<file path="config.mk">
export PLATFORM = sky130hd
export DESIGN_NAME = sort_result_streamer
export DESIGN_NICKNAME = d
export VERILOG_FILES = /design/src/rtl/sort_result_streamer.sv
export SDC_FILE = /design/constraint.sdc
export NUM_CORES = 1
export LEC_CHECK = 0
export CAP_MARGIN = 10
export CORE_ASPECT_RATIO = 1.75
export CORE_MARGIN = 2
export CORE_UTILIZATION = 35
export DETAILED_ROUTE_END_ITERATION = 12
export PLACE_DENSITY_LB_ADDON = 0.1
export SYNTH_ARGS = -nofsm -noshare
export SYNTH_HDL_FRONTEND = slang
export SYNTH_SLANG_ARGS = --single-unit
</file>
<file path="constraint.sdc">
create_clock -name clk -period 2.65 [get_ports clk]
set_input_delay 0.265 -clock clk [delete_from_list [all_inputs] [get_ports clk]]
set_output_delay 0.265 -clock clk [all_outputs]
set_load 0.05 [all_outputs]
</file>
<file path="src/rtl/sort_result_streamer.sv">
// ============================================================================
// Module   : sort_result_streamer
// Brief    : Captures the sorter's parallel result on done, pulses a clear back
//            to the sorter, then streams the words out in rank order (valid/ready).
// Revision : 1.0
// ============================================================================
`default_nettype none

module sort_result_streamer #(
    parameter int SLICES      = 4,
    parameter int FIRST_HIGH  = 0,
    parameter int SLICE_WIDTH = 16,
    parameter int INDEX_WIDTH = 8
) (
    input  logic                                    clk,
    input  logic                                    reset,
    input  logic                                    sort_done,
    input  logic [SLICES-1:0][SLICE_WIDTH-1:0]      sort_data,
    input  logic [SLICES-1:0][INDEX_WIDTH-1:0]      sort_index,
    output logic                                    sort_clear,
    output logic                                    out_valid,
    input  logic                                    out_ready,
    output logic [SLICE_WIDTH-1:0]                  out_data,
    output logic [INDEX_WIDTH-1:0]                  out_index,
    output logic [$clog2(SLICES)-1:0]               out_rank,
    output logic                                    out_last,
    output logic                                    busy,
    output logic [15:0]                             frame_count
);

    localparam int              RW        = $clog2(SLICES);
    localparam logic [RW-1:0]   LAST_RANK = RW'(SLICES - 1);

    typedef enum logic [0:0] {
        IDLE   = 1'b0,
        STREAM = 1'b1
    } state_t;

    state_t                             r_state;
    logic [SLICES-1:0][SLICE_WIDTH-1:0] r_data_buf;
    logic [SLICES-1:0][INDEX_WIDTH-1:0] r_index_buf;
    logic [RW-1:0]                      r_ptr;

    logic [RW-1:0]                      w_next_ptr;
    logic [RW-1:0]                      w_first_lane;
    logic [RW-1:0]                      w_next_lane;

    // SLICES is a power of two, so SLICES-1-k is simply the bitwise complement.
    function automatic logic [RW-1:0] lane_of(input logic [RW-1:0] rank);
        return (FIRST_HIGH != 0) ? ~rank : rank;
    endfunction

    assign w_next_ptr   = r_ptr + RW'(1);
    assign w_first_lane = lane_of('0);
    assign w_next_lane  = lane_of(w_next_ptr);

    always_ff @(posedge clk) begin
        if (reset) begin
            r_state     <= IDLE;
            r_data_buf  <= '0;
            r_index_buf <= '0;
            r_ptr       <= '0;
            sort_clear  <= 1'b0;
            out_valid   <= 1'b0;
            out_data    <= '0;
            out_index   <= '0;
            out_rank    <= '0;
            out_last    <= 1'b0;
            busy        <= 1'b0;
            frame_count <= 16'd0;
        end else begin
            sort_clear <= 1'b0;
            case (r_state)
                IDLE: begin
                    if (sort_done) begin
                        // Beat 0 is loaded straight from the inputs so it is valid next cycle.
                        r_data_buf  <= sort_data;
                        r_index_buf <= sort_index;
                        r_ptr       <= '0;
                        sort_clear  <= 1'b1;
                        out_valid   <= 1'b1;
                        out_data    <= sort_data[w_first_lane];
                        out_index   <= sort_index[w_first_lane];
                        out_rank    <= '0;
                        out_last    <= 1'b0;
                        busy        <= 1'b1;
                        r_state     <= STREAM;
                    end
                end
                STREAM: begin
                    if (out_ready) begin
                        if (r_ptr == LAST_RANK) begin
                            out_valid   <= 1'b0;
                            out_last    <= 1'b0;
                            busy        <= 1'b0;
                            frame_count <= frame_count + 16'd1;
                            r_state     <= IDLE;
                        end else begin
                            r_ptr     <= w_next_ptr;
                            out_data  <= r_data_buf[w_next_lane];
                            out_index <= r_index_buf[w_next_lane];
                            out_rank  <= w_next_ptr;
                            out_last  <= (w_next_ptr == LAST_RANK);
                        end
                    end
                end
                default: r_state <= IDLE;
            endcase
        end
    end

endmodule

`default_nettype wire

</file>
==> results.md <==
* Largest net degree at the start of global routing at 98
* Max-slew violations at 0
* Family with the most delay on the worst path: buffers and inverters
* Initial DRT Pass Iterations at 5
* Mapped Area at 5910 sq um
* Post-CTS Setup Bufs at 0
* Final Hold Viols at 0
* Cell variety after synth at 36
* Number of global-route vias before repair at 4943
* NetSw at 1.39 mW
* Yosys reg bits at 142
* Post-place instance area at 7490 sq um
* Root Driver: clkbuf_16
* Clock transition at path regs at 0.06 ns
* Post-layout util at 0.491
* Die ar. at 18000 sq um
* Via count at 5192
* Port bufs at 145
* Routability cong. at 0.821
* Filler cells at 1642
* Total CTS buffers at 17
* Final min period at 2.26 ns
* Wire length per cell at 15.3 um
* Pwr/cell area at 678 nW/um^2
* CTS tree: yes
* Ys Warns at 0
* CP max stage cell: clkdlybuf4s50_1
* CP required at 2.38 ns
* CTS Buffer Depth at 2
* Top cell type's share of synthesized area at 0.481
* Syn_nets at 799
* Horiz. Die Dim at 102 um
* Cells after synthesis at 696
* Switching Share at 0.254
* Initial Utilization at 0.359
* Antenna viol nets, final at 0
* Setup total negative slack at 0 ns
* Setup Skew at 0.0113 ns
* DRT Wirelength at 16.0 mm
* Final critical-path share of the clock period at 0.853
* Gr usage total at 0.181
* DRC viols at 0
* Max Cap Viol at 0
* WP data arrival at 2.00 ns
* Clk sinks at 142
* Clock Power Share at 0.432
* Seq. cell area at 2850 sq um
* Tot Pwr at 5.48 mW
* RSZ-0062 raised after global routing: false
* Site Rows at 62
* Global route total overflow at 0
* Dominant cells by area after synthesis: dfxtp_1 48%, nand2_1 13%, a21oi_1 10%
* CTS resizes at 0
* Fin nets at 918
* Yosys top cell by area: dfxtp_1
* First-pass GRT wire length at 25.2 mm
* Post-route cell area at 8080 sq um
* Cell-internal power at 4.09 mW
* Die H at 176 um
* Antenna diodes at 0
* Layout area overhead at 36.8%
* Worst-path cell chain: buf_4, clkdlybuf4s50_1
* Max VDD drop at 0.365 mV
* Final setup violation count at 0
* Post-synthesis sequential area ratio at 0.481
* I/O pin total at 146
* WHS at 0.307 ns
* Status: complete, no violations
* H-tree levels at 4
* Cell leakage power at 2.90 nW
* Max incr delay on CP at 0.88 ns
* CP Max Fanout at 20
* Worst-skew pair later-pin latency at 0.41 ns
* # hold bufs at CTS at 0
* Nature of the critical path endpoint: output port
* Worst relative slew slack at 0.577
* Sequential share of power at 0.425
* Initial antenna violation count at 0
* Core area at 16400 sq um
* Slew @ Worst Pin at 0.635 ns
* Share of cells above drive strength 1 at 0.0750
* Area occupied by multi-input gates at 2800 sq um
* Post-Syn Area per Cell at 8.49 sq um
* CP startpoint kind: flop
* Iter 0 DRT Violations at 203
* Achievable Freq at 442 MHz
* Hpwl dp at 11.3 mm
* Via-per-instance ratio at 4.94
* Combinational share of power at 0.143
* Hold Path Class: in -> reg
* Worst path buffer plus inverter count at 2
* Critical path class: reg -> out
==> cell usage after synthesis <==
| master | number |
|---|---|
| nand3_1 | 7 |
| inv_1 | 2 |
| nand4_4 | 2 |
| buf_4 | 4 |
| buf_2 | 15 |
| xor2_1 | 6 |
| and4_4 | 1 |
| ha_1 | 3 |
| nand2_2 | 1 |
| nand2b_1 | 1 |
| o21ai_0 | 6 |
| or3_1 | 6 |
| nor2b_1 | 2 |
| buf_6 | 3 |
| nor3_1 | 1 |
| a22oi_1 | 13 |
| clkbuf_2 | 1 |
| clkbuf_1 | 33 |
| a32oi_1 | 1 |
| and4_1 | 2 |
| xnor2_1 | 2 |
| o31ai_1 | 1 |
| mux2i_1 | 38 |
| and3_1 | 2 |
| mux4_2 | 11 |
| nand4_1 | 2 |
| nand3b_1 | 1 |
| buf_1 | 2 |
| or4_1 | 1 |
| and2_1 | 3 |
| dfxtp_1 | 142 |
| a211oi_1 | 11 |
| nor2_1 | 25 |
| a21oi_1 | 120 |
| o211ai_1 | 13 |
| nand2_1 | 212 |
==> metal layers <==
layer | share of wire | track usage | up-vias
li1 | - | - | 2604
met1 | 0.40 | 0.217 | 2453
met2 | 0.55 | 0.316 | 127
met3 | 0.042 | 0.0358 | 8
met4 | 0.010 | 0.0600 | 0
met5 | 0 | 0 | -
==> power by group through the flow <==
stage | clock (mW) | sequential, mW | combinational, mW
5_1_grt | 2.51 | 2.34 | 0.846
2_1_floorplan | 0 | 2.47 | 0.357
3_5_place_dp | 0 | 2.38 | 0.791
6_report | 2.37 | 2.33 | 0.782
4_1_cts | 2.42 | 2.33 | 0.793
3_3_place_gp | 0 | 2.37 | 0.782
==> kinds of logic after synthesis <==
family / count (synthesis) / share of synthesized area
AND/OR/NAND/NOR: 269 / 0.190
AO/OA/AOI/OAI: 165 / 0.157
flip-flops: 142 / 0.481
buffers and inverters: 60 / 0.0479
multiplexers: 49 / 0.106
XOR/XNOR: 8 / 0.0119
adder cells (fa/ha/maj): 3 / 0.00635
==> metrics by stage <==
stage / worst slack (ns) / std cells
global placement: 0.615 / 1020
detailed placement: 0.575 / 1020
global route: 0.294 / 1051
CTS: 0.343 / 1051
floorplan: 0.0664 / 696
finish: 0.389 / 1051
==> flip-flops by register name, summed over array words and instances (netlist names) <==
| register | count |
|---|---|
| busy | 1 |
| frame_count | 16 |
| out_data | 16 |
| out_index | 8 |
| out_last | 1 |
| r_data_buf | 64 |
| r_index_buf | 32 |
| r_ptr | 2 |
| r_state | 1 |
| sort_clear | 1 |
==> layout by cell type, fill, tap and decap left out, types with 4 or more instances in the layout <==
cell type	count
clkbuf_16	17
mux4_2	11
buf_4	13
dfxtp_1	140
a22oi_1	13
nand2_1	212
o211ai_1	13
mux2i_1	38
xor2_1	6
nand3_1	7
nor2_1	25
a211oi_1	11
o21ai_0	6
clkdlybuf4s50_1	144
clkbuf_8	4
or3_1	6
a21oi_1	120
==> final timing paths <==
check / startpoint / end / slack [ns] / cells after the start
hold / removal: reset / frame_count[4]$_SDFFE_PP0P_ / 0.31 / 2
setup reg to reg: r_state$_SDFF_PP0_ / frame_count[15]$_SDFFE_PP0P_ / 0.74 / 4
setup / recovery: r_ptr[0]$_SDFFE_PP0P_ / out_rank[0] / 0.39 / 2
hold reg to reg: r_data_buf[40]$_SDFFE_PP0P_ / r_data_buf[40]$_SDFFE_PP0P_ / 0.45 / 2
==> worst register-to-register path: cells and delay by family, from the launching register on <==
family	cells	cell delay, ns
compound gates	1	0.15
simple gates	3	1.06
flops	1	0.65
==> layout make-up <==
class                           count  area share
Multi-Input combinational cell    494       0.346
Clock buffer                       23      0.0604
Tap cell                          224      0.0347
Sequential cell                   142       0.352
Timing Repair Buffer              158       0.193
Clock inverter                      8      0.0130
Inverter                            2    0.000929
No activity file was read; power rests on OpenSTA's default activity.
